## src/rtl/alu_stream_pkg.sv

```systemverilog
// Shared types for the stream ALU: opcodes, flag layout and skid-buffer occupancy.
package alu_stream_pkg;

  typedef enum logic [2:0] {
    OP_ADD  = 3'b000,
    OP_SUB  = 3'b001,
    OP_AND  = 3'b010,
    OP_OR   = 3'b011,
    OP_XOR  = 3'b100,
    OP_ADDS = 3'b101,
    OP_SUBS = 3'b110,
    OP_ILL  = 3'b111
  } alu_op_e;

  typedef struct packed {
    logic err;
    logic sat;
    logic zero;
    logic ovf;
    logic carry;
  } alu_flags_t;

  localparam int FLAG_CARRY = 0;
  localparam int FLAG_OVF   = 1;
  localparam int FLAG_ZERO  = 2;
  localparam int FLAG_SAT   = 3;
  localparam int FLAG_ERR   = 4;
  localparam int FLAGS_W    = 5;

  // Number of results held: output register only, or output register plus skid.
  typedef enum logic [1:0] {
    SKID_EMPTY = 2'd0,
    SKID_ONE   = 2'd1,
    SKID_TWO   = 2'd2
  } skid_state_e;

endpackage

```

## src/rtl/stream_skid_buf.sv

```systemverilog
// Two-entry skid buffer: registered output slot plus one overflow slot, FIFO order.
module stream_skid_buf
  import alu_stream_pkg::*;
#(
  parameter int WIDTH = 8
) (
  input  logic             clk,
  input  logic             rst,
  input  logic [WIDTH-1:0] in_data,
  input  logic             in_valid,
  output logic [WIDTH-1:0] out_data,
  output logic             out_valid,
  input  logic             out_ready,
  output skid_state_e      state
);

  skid_state_e      next_state;
  logic [WIDTH-1:0] out_q;
  logic [WIDTH-1:0] skid_q;
  logic             pop;
  logic             load_out_new;
  logic             load_out_skid;
  logic             load_skid;

  assign out_valid = (state != SKID_EMPTY);
  assign out_data  = out_q;
  assign pop       = out_valid & out_ready;

  always_ff @(posedge clk) begin
    if (rst) state <= SKID_EMPTY;
    else     state <= next_state;
  end

  // in_valid is a push; the caller never pushes while SKID_TWO is held.
  always_comb begin
    next_state    = state;
    load_out_new  = 1'b0;
    load_out_skid = 1'b0;
    load_skid     = 1'b0;
    case (state)
      SKID_EMPTY: begin
        if (in_valid) begin
          next_state   = SKID_ONE;
          load_out_new = 1'b1;
        end
      end
      SKID_ONE: begin
        case ({in_valid, pop})
          2'b11:   load_out_new = 1'b1;
          2'b10: begin
            next_state = SKID_TWO;
            load_skid  = 1'b1;
          end
          2'b01:   next_state = SKID_EMPTY;
          default: next_state = SKID_ONE;
        endcase
      end
      SKID_TWO: begin
        if (pop) begin
          load_out_skid = 1'b1;
          if (in_valid) load_skid  = 1'b1;
          else          next_state = SKID_ONE;
        end
      end
      default: next_state = SKID_EMPTY;
    endcase
  end

  always_ff @(posedge clk) begin
    if (rst) begin
      out_q  <= '0;
      skid_q <= '0;
    end else begin
      if (load_out_new)       out_q <= in_data;
      else if (load_out_skid) out_q <= skid_q;
      if (load_skid) skid_q <= in_data;
    end
  end

endmodule

```

## src/rtl/alu_stream.sv

```systemverilog
// Registered two-operand stream ALU: joins A (with opcode) and B, emits {flags, result}.
module alu_stream
  import alu_stream_pkg::*;
#(
  parameter int DATA_WIDTH = 8
) (
  input  logic                  clk_i,
  input  logic                  rst_i,
  input  logic [DATA_WIDTH-1:0] in_a_i,
  input  logic [2:0]            in_a_op_i,
  input  logic                  in_a_valid_i,
  output logic                  in_a_ready_o,
  input  logic [DATA_WIDTH-1:0] in_b_i,
  input  logic                  in_b_valid_i,
  output logic                  in_b_ready_o,
  output logic [DATA_WIDTH-1:0] out_o,
  output logic [4:0]            out_flags_o,
  output logic                  out_valid_o,
  input  logic                  out_ready_i
);

  localparam int PW  = FLAGS_W + DATA_WIDTH;
  localparam int MSB = DATA_WIDTH - 1;

  skid_state_e   skid_state;
  logic          full;
  logic          fire;
  logic [PW-1:0] alu_payload;
  logic [PW-1:0] out_payload;

  function automatic logic [PW-1:0] alu_eval(input alu_op_e op,
                                             input logic [DATA_WIDTH-1:0] a,
                                             input logic [DATA_WIDTH-1:0] b);
    logic [DATA_WIDTH:0]   sum;
    logic [DATA_WIDTH:0]   diff;
    logic [DATA_WIDTH-1:0] res;
    alu_flags_t            f;
    sum  = {1'b0, a} + {1'b0, b};
    diff = {1'b0, a} - {1'b0, b};
    res  = '0;
    f    = '0;
    case (op)
      OP_ADD: begin
        res     = sum[MSB:0];
        f.carry = sum[DATA_WIDTH];
        f.ovf   = (a[MSB] == b[MSB]) && (sum[MSB] != a[MSB]);
      end
      OP_SUB: begin
        res     = diff[MSB:0];
        f.carry = diff[DATA_WIDTH];
        f.ovf   = (a[MSB] != b[MSB]) && (diff[MSB] != a[MSB]);
      end
      OP_AND: res = a & b;
      OP_OR:  res = a | b;
      OP_XOR: res = a ^ b;
      OP_ADDS: begin
        f.carry = sum[DATA_WIDTH];
        f.sat   = sum[DATA_WIDTH];
        res     = sum[DATA_WIDTH] ? '1 : sum[MSB:0];
      end
      OP_SUBS: begin
        f.carry = diff[DATA_WIDTH];
        f.sat   = diff[DATA_WIDTH];
        res     = diff[DATA_WIDTH] ? '0 : diff[MSB:0];
      end
      default: f.err = 1'b1;
    endcase
    // An illegal opcode reports only err, so zero is suppressed for it.
    f.zero = !f.err && (res == '0);
    return {f, res};
  endfunction

  // Handshake: a beat transfers on a rising edge where valid and ready are both
  // high; A and B transfer together, and ready never looks at out_ready_i.
  assign full         = (skid_state == SKID_TWO);
  assign in_a_ready_o = in_b_valid_i & ~full & ~rst_i;
  assign in_b_ready_o = in_a_valid_i & ~full & ~rst_i;
  assign fire         = in_a_valid_i & in_a_ready_o;
  assign alu_payload  = alu_eval(alu_op_e'(in_a_op_i), in_a_i, in_b_i);

  stream_skid_buf #(
    .WIDTH (PW)
  ) u_skid (
    .clk       (clk_i),
    .rst       (rst_i),
    .in_data   (alu_payload),
    .in_valid  (fire),
    .out_data  (out_payload),
    .out_valid (out_valid_o),
    .out_ready (out_ready_i),
    .state     (skid_state)
  );

  assign out_flags_o = out_payload[PW-1:DATA_WIDTH];
  assign out_o       = out_payload[DATA_WIDTH-1:0];

endmodule

```

## config.mk

```make
export PLATFORM = sky130hd
export DESIGN_NAME = alu_stream
export DESIGN_NICKNAME = d
export VERILOG_FILES = /design/src/rtl/alu_stream_pkg.sv /design/src/rtl/stream_skid_buf.sv /design/src/rtl/alu_stream.sv
export SDC_FILE = /design/constraint.sdc
export NUM_CORES = 1
export LEC_CHECK = 0
export BUFFER_PORTS_ARGS = -buffer_cell sky130_fd_sc_hd__buf_2
export CORE_MARGIN = 4
export CORE_UTILIZATION = 35
export CTS_CLUSTER_SIZE = 14
export DETAILED_ROUTE_END_ITERATION = 6
export MAX_ROUTING_LAYER = met4
export SLEW_MARGIN = 10
export SYNTH_ARGS = -nofsm -noshare
export SYNTH_HDL_FRONTEND = slang
export SYNTH_SLANG_ARGS = --single-unit
export TNS_END_PERCENT = 5
```

## constraint.sdc

```tcl
create_clock -name clk_i -period 3.4 [get_ports clk_i]
set_input_delay 0.34 -clock clk_i [delete_from_list [all_inputs] [get_ports clk_i]]
set_output_delay 0.34 -clock clk_i [all_outputs]
set_load 0.05 [all_outputs]
```

== Word-level counts from Yosys, hierarchy flattened ==
Index checks and enable logic that the tools add are counted.
W data, S select, Z words.

* Logic and storage cells: 69
* Output and inout port bits: 16
* Input bits: 24
* Register bits: 28

* Multiplexer cells: 22
* Reductions and logical operators: 12
* Add/sub/neg operators: 2
* Bitwise logic cells: 11
* Equal/unequal tests: 19

{| class="wikitable"
|+ Operator list
! operator !! number
|-
| $pmux W8 S7 || 1
|-
| $mux W13 || 2
|-
| $mux W8 || 2
|-
| $pmux W2 S3 || 2
|-
| $pmux W1 S2 || 5
|-
| $add A8 B8 Y9 || 1
|-
| $eq A3 B3 Y1 const B || 3
|-
| $sub A8 B8 Y9 || 1
|-
| $and A8 B8 Y8 || 1
|-
| $logic_not A8 Y1 || 1
|-
| $or A8 B8 Y8 || 1
|-
| $xor A8 B8 Y8 || 1
|-
| $mux W1 || 7
|-
| $reduce_or A7 Y1 || 1
|-
| $and A1 B1 Y1 || 6
|-
| $eq A2 B2 Y1 const B || 3
|-
| $eq A3 B2 Y1 const B || 2
|-
| $mux W2 || 3
|-
| $eq A2 B1 Y1 const B || 2
|-
| $ne A2 B1 Y1 const B || 2
|-
| $ne A2 B2 Y1 const B || 2
|-
| $reduce_and A4 Y1 || 1
|-
| $reduce_bool A2 Y1 || 2
|-
| $reduce_or A2 Y1 || 2
|-
| 7 further kinds || 12
|}

== Longest topological paths before layout ==
Gate-level depths: netlist (run 1).

* Depth after elaboration: 9
* Gate-level depth with buffers: 11
* Mapped depth without buffers: 11

== Cells and area by module ==
Synthesis (run 1) repeated with hierarchy kept, for this count alone.

* Cell total of the unflattened synthesis: 378
* Area total of the unflattened synthesis: 3026.7 um^2

{| class="wikitable"
|+ Modules (own cells, without submodules)
! module !! times used !! sequential area each (um^2) !! area each (um^2) !! cells each
|-
| alu_stream || 1 || 0.0 || 1606.5 || 235
|-
| stream_skid_buf || 1 || 560.5 || 1420.1 || 143
|}

== Worst setup path before layout (run 1) ==
Ideal clock, no wire load.

* Path kind: register to register
* Start point: reg u_skid.state[0]
* End point: reg u_skid.skid_q[0]
* Setup time: 0.128 ns
* Buffers on the path: 1
* Setup slack: 0.018 ns
* Cell stages (with the launch flop): 11
* Data arrival time: 3.255 ns
* Data required time: 3.272 ns
* Period minus slack after synthesis: 3.382 ns
* Cells stage by stage: dfxtp_1 > inv_1 > ha_1 > nor3b_1 > and2_1 > ha_1 > a22oi_1 > nor2b_1 > clkbuf_1 > mux2i_1 > nor2_1

* Longest elaborated chain between the ends: 8
* Elaborated cells between the ends (all ways): 13
* Those cells by class: 3 x eq/ne; 4 x mux; 5 x bitwise; 1 x reduce/logical

{| class="wikitable"
|+ Ends and longest elaborated chain
! what !! line !! text
|-
| start, declared || stream_skid_buf.sv:14 || <nowiki>output skid_state_e state</nowiki>
|-
| start signal, assigned || stream_skid_buf.sv:31 || <nowiki>else state <= next_state;</nowiki>
|-
| $eq A2 B2 Y1 || stream_skid_buf.sv:40, alu_stream.sv:75 ||
|-
| $not A1 Y1 || alu_stream.sv:76 || <nowiki>assign in_a_ready_o = in_b_valid_i & ~full & ~rst_i;</nowiki>
|-
| $and A1 B1 Y1 (2 in series) || alu_stream.sv:76 ||
|-
| $and A1 B1 Y1 || alu_stream.sv:78 || <nowiki>assign fire = in_a_valid_i & in_a_ready_o;</nowiki>
|-
| $eq A2 B2 Y1 / $mux W1 (equally long branches) || stream_skid_buf.sv:48, stream_skid_buf.sv:61 ||
|-
| $mux W1 (on tied branches) || stream_skid_buf.sv:48, stream_skid_buf.sv:59 ||
|-
| $pmux W1 S2 * || stream_skid_buf.sv:40 || <nowiki>case (state)</nowiki>
|-
| end signal, assigned || stream_skid_buf.sv:76 || <nowiki>if (load_skid) skid_q <= in_data;</nowiki>
|-
| end, declared || stream_skid_buf.sv:19 || <nowiki>logic [WIDTH-1:0] skid_q;</nowiki>
|}

Every way passes the cells marked *; elsewhere a longest branch is shown, timed or not.
A chain may end at the register's enable or synchronous reset.

== Worst setup path in the final report (run 1) ==
* Start point: in in_a_i[0]
* End point: reg u_skid.out_q[10], in the netlist u_skid.out_data[10]

* Longest elaborated chain between the ends: 6
* Elaborated cells between the ends (all ways): 11
* Those cells by class: 2 x add/sub; 4 x mux; 3 x bitwise; 2 x reduce/logical

{| class="wikitable"
|+ Ends and longest elaborated chain
! what !! line !! text
|-
| start, declared || alu_stream.sv:9 || <nowiki>input logic [DATA_WIDTH-1:0] in_a_i,</nowiki>
|-
| $sub A8 B8 Y9 / $add A8 B8 Y9 (equally long branches) || alu_stream.sv:39, alu_stream.sv:38 ||
|-
| $mux W8 (on tied branches) || alu_stream.sv:64, alu_stream.sv:59 ||
|-
| $pmux W8 S7 * || alu_stream.sv:42 || <nowiki>case (op)</nowiki>
|-
| $logic_not A8 Y1 * || alu_stream.sv:69 || <nowiki>f.zero = !f.err && (res == '0);</nowiki>
|-
| $logic_and A1 B1 Y1 * || alu_stream.sv:69 ||
|-
| $mux W13 * || stream_skid_buf.sv:74 || <nowiki>if (load_out_new) out_q <= in_data;</nowiki>
|-
| end signal, assigned || stream_skid_buf.sv:74 ||
|-
| end signal, assigned || stream_skid_buf.sv:75 || <nowiki>else if (load_out_skid) out_q <= skid_q;</nowiki>
|-
| end, declared || stream_skid_buf.sv:18 || <nowiki>logic [WIDTH-1:0] out_q;</nowiki>
|}

Marks and branches as above.

==> impl_metrics.env, run 1 <==
export IMPL_outcome="finished, final reports clean"
export IMPL_synthesis_instances=354
export IMPL_ir_worst_vdd_v=0.0001467
export IMPL_cts_buffer_depth=2
export IMPL_mappedNetlistNets=412
export IMPL_core_area_sq_mm=0.007727
export IMPL_powerDensity_mw_per_mm2=323.9
export IMPL_grt_setup_unrepaired="false"
export IMPL_fmax_mhz=375.5
export IMPL_dpl_cell_count=475
export IMPL_seq_area_frac_synth_pct=20.15
export IMPL_worstPathRequired_ns=3.63
export IMPL_ys_flop_type="dfxtp_1"
export IMPL_min_to="u_skid.out_data[9]"
export IMPL_fin_total_pwr_uw=997.5
export IMPL_critical_path_max_stage_delay_ns=0.39
export IMPL_core_rowCount=32
export IMPL_synth_distinct_cells=67
export IMPL_setup_viol=0
export IMPL_die_area_sq_mm=0.009437
export IMPL_worst_slew_pin_slew_ns=0.6940
export IMPL_n_fill_cell=840
export IMPL_gp_congestion=0.8521
export IMPL_critPathLaunchType="input port"
export IMPL_reg2reg_to="u_skid.out_data[10]"
export IMPL_slew_headroom_pct=53.73
export IMPL_synth_top_area_cell="dfxtp_1"
export IMPL_dp_slack_ns=0.4533
export IMPL_setup_tns_ns=0
export IMPL_grt_pass1_wl_mm=11.68
export IMPL_cp_common_cell="inv_1"
export IMPL_fin_nets=436
export IMPL_worstRegToRegCells=9
export IMPL_reg2reg_slack_ns=0.91
export IMPL_final_cells=479
export IMPL_cts_tree="done"
export IMPL_grt_pass1_vias=2468
export IMPL_path_clk_slew_ns=0.10
export IMPL_drv_cap=0
export IMPL_root_buffer="clkbuf_8"
export IMPL_hold_class="reg -> reg"
export IMPL_grt_overflow=0
export IMPL_arrival_ns=2.89
export IMPL_path_cells="buf_2 -> inv_1 -> ha_1 -> inv_1 -> fa_1 -> nor2b_1 -> o211a_1 -> o31a_1 -> nor2_4 -> o21ai_0 -> a311oi_2 -> a41o_1"
export IMPL_dpl_hpwl_mm=5.411
export IMPL_die_w_um=97.15
export IMPL_grt_max_degree=32
export IMPL_cts_setup_buffers=0
export IMPL_min_period_over_period_pct=78.32
export IMPL_period_needed_ns=2.663
export IMPL_antenna_found_initial=0
export IMPL_whs_ns=0.4866
export IMPL_async_reset_ff_share_pct=0
export IMPL_synthTopCellsByCount="nor2_1, ha_1, inv_1"
export IMPL_track_usage_pct=14.95
export IMPL_post_route_drc_count=0
export IMPL_dr_total_vias=2557
export IMPL_layout_drive_gt1_share_pct=16.98
export IMPL_antenna_left=0
export IMPL_critPathBufInv=3
export IMPL_synth_top_area_share_pct=20.15
export IMPL_slowest_stage="fa_1"
export IMPL_avgSynthCellArea_sq_um=7.857
export IMPL_synth_edf_count=0
export IMPL_slew_viol_final=0
export IMPL_critPathLaunch="in_a_i[0]"
export IMPL_start_util_pct=35.99
export IMPL_p_leak_nw=1.387
export IMPL_end_kind="flip-flop"
export IMPL_clock_sinks=28
export IMPL_num_antenna_cells=0
export IMPL_hold_start="u_skid.out_data[9]"
export IMPL_firstDrtPassIters=4
export IMPL_cts_resized_gates=0
export IMPL_htree_levels=1
export IMPL_synth_top_cells_by_area="dfxtp_1, ha_1, nor2_1"
export IMPL_syn_to_final_growth_pct=10.71
export IMPL_cts_hold_buffers=0
export IMPL_num_io_pins=40
export IMPL_via_per_inst=5.338
export IMPL_yosysWarnings=0
export IMPL_wl_mm=6.993
export IMPL_finalClockSkew_ns=0.002979
export IMPL_crit_type="in -> reg"
export IMPL_clk_insertion_delay_late_ns=0.28
export IMPL_portBuffers=39
export IMPL_r2r_start="u_skid.state[0]"
export IMPL_wire_per_inst_um=14.60
export IMPL_dieHeight_um=97.15
export IMPL_setup_ws_ns=0.7371
export IMPL_synth_seq_cells=28
export IMPL_synth_most_common_cell="nor2_1"
export IMPL_syn_area_sq_mm=0.002781
export IMPL_hold_violations=0
export IMPL_cp_top_family="compound AO/OA/AOI/OAI gates"
export IMPL_numCtsBuffers=3
export IMPL_hold_depth=2
export IMPL_worstPathMaxFanout=6
export IMPL_drt_first_iter_violations=133
-- cell type report --
type | instances | area [sq um] | share of cell area [%]
Tap cell | 102 | 127.6 | 4.145
Sequential cell | 28 | 560.5 | 18.20
Timing Repair Buffer | 40 | 202.7 | 6.583
Inverter | 30 | 112.6 | 3.657
Clock buffer | 3 | 41.29 | 1.341
Multi-Input combinational cell | 275 | 2004 | 65.10
Clock inverter | 1 | 30.03 | 0.9752
-- through the flow --
stage	instance area [sq um]	util (%)
after floorplan	2781	-
after global placement	3008	38.92
after detailed placement	3008	38.92
after CTS	3079	39.85
after global routing	3079	39.85
final	3079	39.85
-- worst max path at each step --
stage | end | slack [ns] | cells after the start
6_report | u_skid.out_data[10] | 0.74 | 12
5_1_grt | u_skid.out_data[10] | 0.55 | 10
4_1_cts | u_skid.out_data[10] | 0.75 | 12
3_5_place_dp | u_skid.skid_q[10] | 0.45 | 12
3_3_place_gp | u_skid.skid_q[6] | 0.59 | 12
2_1_floorplan | u_skid.skid_q[0] | 0.02 | 10
-- worst reg2reg max path: stages (launching register included) --
cell	delay, ns
dfxtp_1	0.40
inv_1	0.08
ha_1	0.34
nor3b_1	0.27
and2_1	0.26
ha_1	0.20
nand2_1	0.08
nand2_1	0.42
nor3_1	0.11
a41o_1	0.22
-- logic make-up after synthesis --
kind of cell | Yosys count | synth area share [%]
XOR/XNOR | 8 | 2.519
AO/OA/AOI/OAI | 83 | 22.85
buffers and inverters | 51 | 7.782
adder cells (fa/ha/maj) | 34 | 15.83
multiplexers | 19 | 7.153
AND/OR/NAND/NOR | 131 | 23.71
flip-flops | 28 | 20.15
-- state kept, by name, summed over array words and instances (netlist names) --
name and flops:
u_skid.skid_q 13, u_skid.state 2, u_skid.out_data 13
-- per-layer routing --
metal  track usage, %  vias to the layer above  share of wire, %
met1            19.90                     1190                49
li1                 -                     1305                 -
met3            1.364                        8               3.9
met2            23.94                       54                46
met4            4.860                        0               1.5
met5                -                        -                 0
-- layout by cell type (no fill, tap or decap), types with 4 or more instances in the layout --
cell type and instances:
a311oi_1 4, mux2_2 7, o21ai_0 9, nor2b_1 12
nand2_1 22, nand3_1 12, nor3_1 7, ha_1 32
inv_1 30, o211ai_1 4, a221oi_1 4, xnor2_1 5
nor2_1 47, dfxtp_1 28, a21oi_1 13, buf_2 39
a211oi_1 16, mux2i_1 12
-- report_power, final --
group	internal (mW)	switching [mW]	total, mW
Sequential	0.340	0.00708	0.347
Combinational	0.136	0.247	0.384
Clock	0.158	0.109	0.267
Note: power is estimated with default switching activity, not from simulation.
==> run 2, diff against run 1 <==
==> constraint.sdc (replaced) <==
create_clock -name clk_i -period 2.76 [get_ports clk_i]
set_input_delay 0.276 -clock clk_i [delete_from_list [all_inputs] [get_ports clk_i]]
set_output_delay 0.276 -clock clk_i [all_outputs]
set_load 0.05 [all_outputs]
==> run 2 against run 1 <==
- sequential share of layout area down 0.41 points
- worst hold slack improved by 0.0069 ns
- critical path depth unchanged
- sequential power grew 23%
- largest cell class unchanged
==> impl_metrics.env, run 2 (same netlist as run 1, synthesis figures left out) <==
export IMPL_powerDensity_mw_per_mm2=369.3
export IMPL_core_area_sq_mm=0.007727
export IMPL_portBuffers=39
export IMPL_final_core_util_pct=40.75
export IMPL_r2r_start="u_skid.state[0]"
export IMPL_hold_violations=0
export IMPL_reg2reg_to="u_skid.skid_q[10]"
export IMPL_antenna_left=0
export IMPL_dieHeight_um=97.15
export IMPL_layout_drive_gt1_share_pct=19.38
export IMPL_cts_resized_gates=0
export IMPL_outcome="finished, final reports clean"
export IMPL_root_buffer="clkbuf_8"
export IMPL_syn_to_final_growth_pct=13.23
export IMPL_crit_type="in -> reg"
export IMPL_clk_insertion_delay_late_ns=0.27
export IMPL_die_area_sq_mm=0.009437
export IMPL_cts_setup_buffers=0
export IMPL_critPathLaunch="in_a_i[0]"
export IMPL_worstRegToRegCells=10
export IMPL_wl_mm=6.933
export IMPL_wire_per_inst_um=14.18
export IMPL_p_leak_nw=1.433
export IMPL_worst_slew_pin_slew_ns=0.5388
export IMPL_via_per_inst=5.292
export IMPL_min_period_over_period_pct=92.09
export IMPL_setup_viol=0
export IMPL_grt_pass1_wl_mm=11.69
export IMPL_period_needed_ns=2.542
export IMPL_clock_sinks=28
export IMPL_num_antenna_cells=0
export IMPL_finalClockSkew_ns=0.01262
export IMPL_post_route_drc_count=0
export IMPL_hold_class="reg -> reg"
export IMPL_fin_nets=446
export IMPL_final_cell_area_sq_mm=0.003149
export IMPL_layout_common_cells="nor2_1, buf_2, ha_1"
export IMPL_core_rowCount=32
export IMPL_path_clk_slew_ns=0.10
export IMPL_slew_viol_final=0
export IMPL_start_util_pct=35.99
export IMPL_track_usage_pct=14.76
export IMPL_antenna_found_initial=0
export IMPL_num_io_pins=40
export IMPL_htree_levels=1
export IMPL_critPathLaunchType="input port"
export IMPL_grt_pass1_vias=2378
export IMPL_endpoint="u_skid.out_data[10]"
export IMPL_drt_first_iter_violations=135
export IMPL_n_fill_cell=797
export IMPL_end_kind="flip-flop"
export IMPL_ir_worst_vdd_v=0.0001831
export IMPL_slew_headroom_pct=63.99
export IMPL_worstPathRequired_ns=2.97
export IMPL_cts_tree="done"
export IMPL_worstPathMaxFanout=6
export IMPL_firstDrtPassIters=4
export IMPL_grt_overflow=0
export IMPL_grt_setup_unrepaired="false"
export IMPL_drv_cap=0
export IMPL_numCtsBuffers=3
export IMPL_final_common_cell="nor2_1"
export IMPL_grt_max_degree=31
export IMPL_arrival_ns=2.75
export IMPL_gp_congestion=0.9347
export IMPL_dpl_cell_area_sq_mm=0.003094
export IMPL_die_w_um=97.15
export IMPL_fmax_mhz=393.4
export IMPL_reg2reg_slack_ns=0.52
export IMPL_cts_buffer_depth=2
export IMPL_cts_hold_buffers=0
export IMPL_dpl_hpwl_mm=5.545
export IMPL_dr_total_vias=2588
## run 2: cell type report
class / count / area, sq um / area share, %
clock buffers: 4 / 55.05 / 1.748
multi-input cells: 275 / 2016 / 64.00
inverters: 30 / 112.6 / 3.576
repair buffers: 50 / 277.8 / 8.820
flip-flops and latches: 28 / 560.5 / 17.80
well taps: 102 / 127.6 / 4.052
## run 2: how the worst min path moves through the flow
stage,start,endpoint,slack (ns),cells past startpoint
final,u_skid.out_data[12],u_skid.out_data[12],0.49,2
after global routing,u_skid.out_data[9],u_skid.out_data[9],0.51,2
after CTS,u_skid.out_data[9],u_skid.out_data[9],0.50,2
after detailed placement,u_skid.out_data[9],u_skid.out_data[9],0.48,2
after global placement,u_skid.skid_q[9],u_skid.skid_q[9],0.47,2
after floorplan,u_skid.skid_q[0],u_skid.skid_q[0],0.46,2
## run 2: layer usage
layer	up-vias	routed length (um)	GRT usage, %
met5	-	0	-
met1	1203	3427	21.22
li1	1319	-	-
met3	4	355	1.651
met2	62	3105	22.40
met4	0	45	3.024
## run 2: where the power goes
group	leakage [nW]	internal, mW	switching [mW]
clock network	0.0288	0.128	0.122
registers	0.227	0.419	0.00842
logic	1.18	0.180	0.306
total	1.43	0.727	0.436
## run 2: stage by stage
stage / TNS (ns) / total power, mW / setup slack [ns] / hold slack [ns] / std cells
floorplan: 0 / 0.7960 / 0.08829 / 0.4600 / 354
global route: 0 / 1.243 / 0.03835 / 0.5127 / 489
finish: 0 / 1.163 / 0.2183 / 0.4935 / 489
global placement: 0 / 0.9158 / 0.04149 / 0.4744 / 485
detailed placement: -0.1706 / 0.9188 / -0.04950 / 0.4798 / 485
CTS: 0 / 1.171 / 0.2276 / 0.4964 / 489
## run 2: worst max-delay path, cell delays in order
cell,delay [ns]
buf_2,0.11
inv_1,0.10
ha_1,0.16
inv_1,0.05
fa_1,0.38
nor2b_1,0.16
o211a_1,0.26
o31a_1,0.38
nor2_4,0.19
o21ai_0,0.13
a311oi_2,0.34
a41o_1,0.22
==> run 3, diff against run 2 <==
--- a/config.mk
+++ b/config.mk
@@ -6,11 +6,14 @@
 export NUM_CORES = 1
 export LEC_CHECK = 0
 export BUFFER_PORTS_ARGS = -buffer_cell sky130_fd_sc_hd__buf_2
+export CELL_PAD_IN_SITES_DETAIL_PLACEMENT = 0
+export CELL_PAD_IN_SITES_GLOBAL_PLACEMENT = 1
 export CORE_MARGIN = 4
 export CORE_UTILIZATION = 35
 export CTS_CLUSTER_SIZE = 14
 export DETAILED_ROUTE_END_ITERATION = 6
 export MAX_ROUTING_LAYER = met4
+export PLACE_DENSITY_LB_ADDON = 0.1
 export SLEW_MARGIN = 10
 export SYNTH_ARGS = -nofsm -noshare
 export SYNTH_HDL_FRONTEND = slang
==> run 3 against run 2 <==
- setup slack better by 0.11 ns
- count of clock-buffer cells in the layout is 1 lower
- routed wire length is 6.8% higher
- die area stayed put
- global-route usage is 1.2 points higher
- register-to-register slack hardly changed
- total power is 7.9% higher
- first-iteration DRC count is 20% lower
- flip-flop and latch count stayed put
- largest cell class unchanged
==> impl_metrics.env, run 3 (same netlist as run 1, synthesis figures left out) <==
export IMPL_worst_slew_pin_slew_ns=0.5983
export IMPL_netSwitchingFraction_pct=35.87
export IMPL_htree_levels=1
export IMPL_cts_buffer_depth=2
export IMPL_firstDrtPassIters=4
export IMPL_layout_drive_gt1_share_pct=20.61
export IMPL_start_util_pct=35.99
export IMPL_grt_setup_unrepaired="false"
export IMPL_drt_first_iter_violations=108
export IMPL_fin_nets=452
export IMPL_worstPathRequired_ns=2.99
export IMPL_grt_pass1_wl_mm=12.23
export IMPL_post_route_drc_count=0
export IMPL_dp_slack_ns=0.05011
export IMPL_final_common_cell="nor2_1"
export IMPL_fmax_mhz=411.6
export IMPL_track_usage_pct=15.93
export IMPL_hold_violations=0
export IMPL_power_switching_uw=450.4
export IMPL_slew_headroom_pct=60.02
export IMPL_cts_resized_gates=0
export IMPL_powerDensity_mw_per_mm2=391.1
export IMPL_root_buffer="clkbuf_8"
export IMPL_wl_mm=7.403
export IMPL_via_per_inst=5.164
export IMPL_clk_insertion_delay_late_ns=0.28
export IMPL_end_kind="flip-flop"
export IMPL_cts_hold_buffers=0
export IMPL_cts_tree="done"
export IMPL_core_rowCount=32
export IMPL_dpl_hpwl_mm=5.900
export IMPL_finalClockSkew_ns=0.007420
export IMPL_numCtsBuffers=3
export IMPL_clkPwrFrac_pct=25.9
export IMPL_dieHeight_um=97.15
export IMPL_grt_pass1_vias=2432
export IMPL_wire_per_inst_um=14.96
export IMPL_p_leak_nw=1.469
export IMPL_antenna_found_initial=0
export IMPL_slew_viol_final=0
export IMPL_num_antenna_cells=0
export IMPL_layout_common_cells="nor2_1, buf_2, ha_1"
export IMPL_min_period_over_period_pct=88.02
export IMPL_core_area_sq_mm=0.007727
export IMPL_grt_overflow=0
export IMPL_die_w_um=97.15
export IMPL_seq_power_share_pct=34.0
export IMPL_final_core_util_pct=41.55
export IMPL_dr_total_vias=2556
export IMPL_setup_viol=0
export IMPL_ir_worst_vdd_v=0.0001923
export IMPL_cts_setup_buffers=0
export IMPL_period_needed_ns=2.429
export IMPL_clock_sinks=28
export IMPL_worstPathMaxFanout=6
export IMPL_setup_ws_ns=0.3307
export IMPL_syn_to_final_growth_pct=15.43
export IMPL_n_fill_cell=824
export IMPL_num_io_pins=40
export IMPL_path_clk_slew_ns=0.10
export IMPL_die_area_sq_mm=0.009437
export IMPL_portBuffers=39
export IMPL_setup_tns_ns=0
export IMPL_critPathLaunchType="input port"
export IMPL_arrival_ns=2.65
export IMPL_crit_type="in -> reg"
export IMPL_outcome="finished, final reports clean"
export IMPL_whs_ns=0.4857
export IMPL_drv_cap=0
export IMPL_combPwrFrac_pct=40.1
export IMPL_grt_max_degree=31
export IMPL_antenna_left=0
export IMPL_p_int_uw=805.2
export IMPL_hold_class="reg -> reg"
export IMPL_gp_congestion=0.8395
==> run 3: routing by layer <==
| layer | vias up | track usage [%] | part of all wire (%) |
|---|---|---|---|
| li1 | 1337 | - | - |
| met1 | 1155 | 20.80 | 48 |
| met2 | 52 | 25.85 | 47 |
| met3 | 12 | 1.436 | 3.2 |
| met4 | 0 | 5.508 | 2.4 |
| met5 | - | - | 0 |
==> run 3: area by class of cell <==
cell class	count	area (sq um)	share of cell area [%]
Clock buffer	3	41.29	1.286
Tap cell	102	127.6	3.975
Timing Repair Buffer	56	322.8	10.05
Sequential cell	28	560.5	17.46
Multi-Input combinational cell	275	2016	62.78
Clock inverter	1	30.03	0.9353
Inverter	30	112.6	3.507
==> run 3: path summary, 6_finish.rpt <==
kind / start / end / slack, ns / depth (start not counted)
max: in_a_i[0] / u_skid.skid_q[10] / 0.33 / 12
min: u_skid.out_data[12] / u_skid.out_data[12] / 0.49 / 2
max reg2reg: u_skid.state[0] / u_skid.skid_q[10] / 0.52 / 10
min reg2reg: u_skid.out_data[12] / u_skid.out_data[12] / 0.49 / 2
==> run 3: stage by stage <==
| stage | instance area (sq um) | power (mW) | cells |
|---|---|---|---|
| finish | 3211 | 1.256 | 495 |
| global route | 3211 | 1.335 | 495 |
| CTS | 3211 | 1.266 | 495 |
| detailed placement | 3139 | 0.9403 | 491 |
| global placement | 3139 | 0.9432 | 491 |
| floorplan | 2793 | 0.7960 | 354 |
==> run 3: power by group through the flow <==
| stage | clock [mW] | sequential, mW | combinational, mW |
|---|---|---|---|
| after CTS | 0.333 | 0.427 | 0.506 |
| after global routing | 0.346 | 0.429 | 0.559 |
| after floorplan | 0 | 0.475 | 0.321 |
| after global placement | 0 | 0.437 | 0.506 |
| final | 0.325 | 0.427 | 0.503 |
| after detailed placement | 0 | 0.437 | 0.503 |
==> run 3: critical path, cell delays in order <==
cell and delay (ns):
buf_2 0.10, inv_1 0.07, ha_1 0.14, inv_1 0.05
fa_1 0.39, nor2b_1 0.16, o211a_1 0.26, o31a_1 0.35
nor2_4 0.18, o21ai_0 0.13, a311oi_2 0.33, a41o_1 0.21
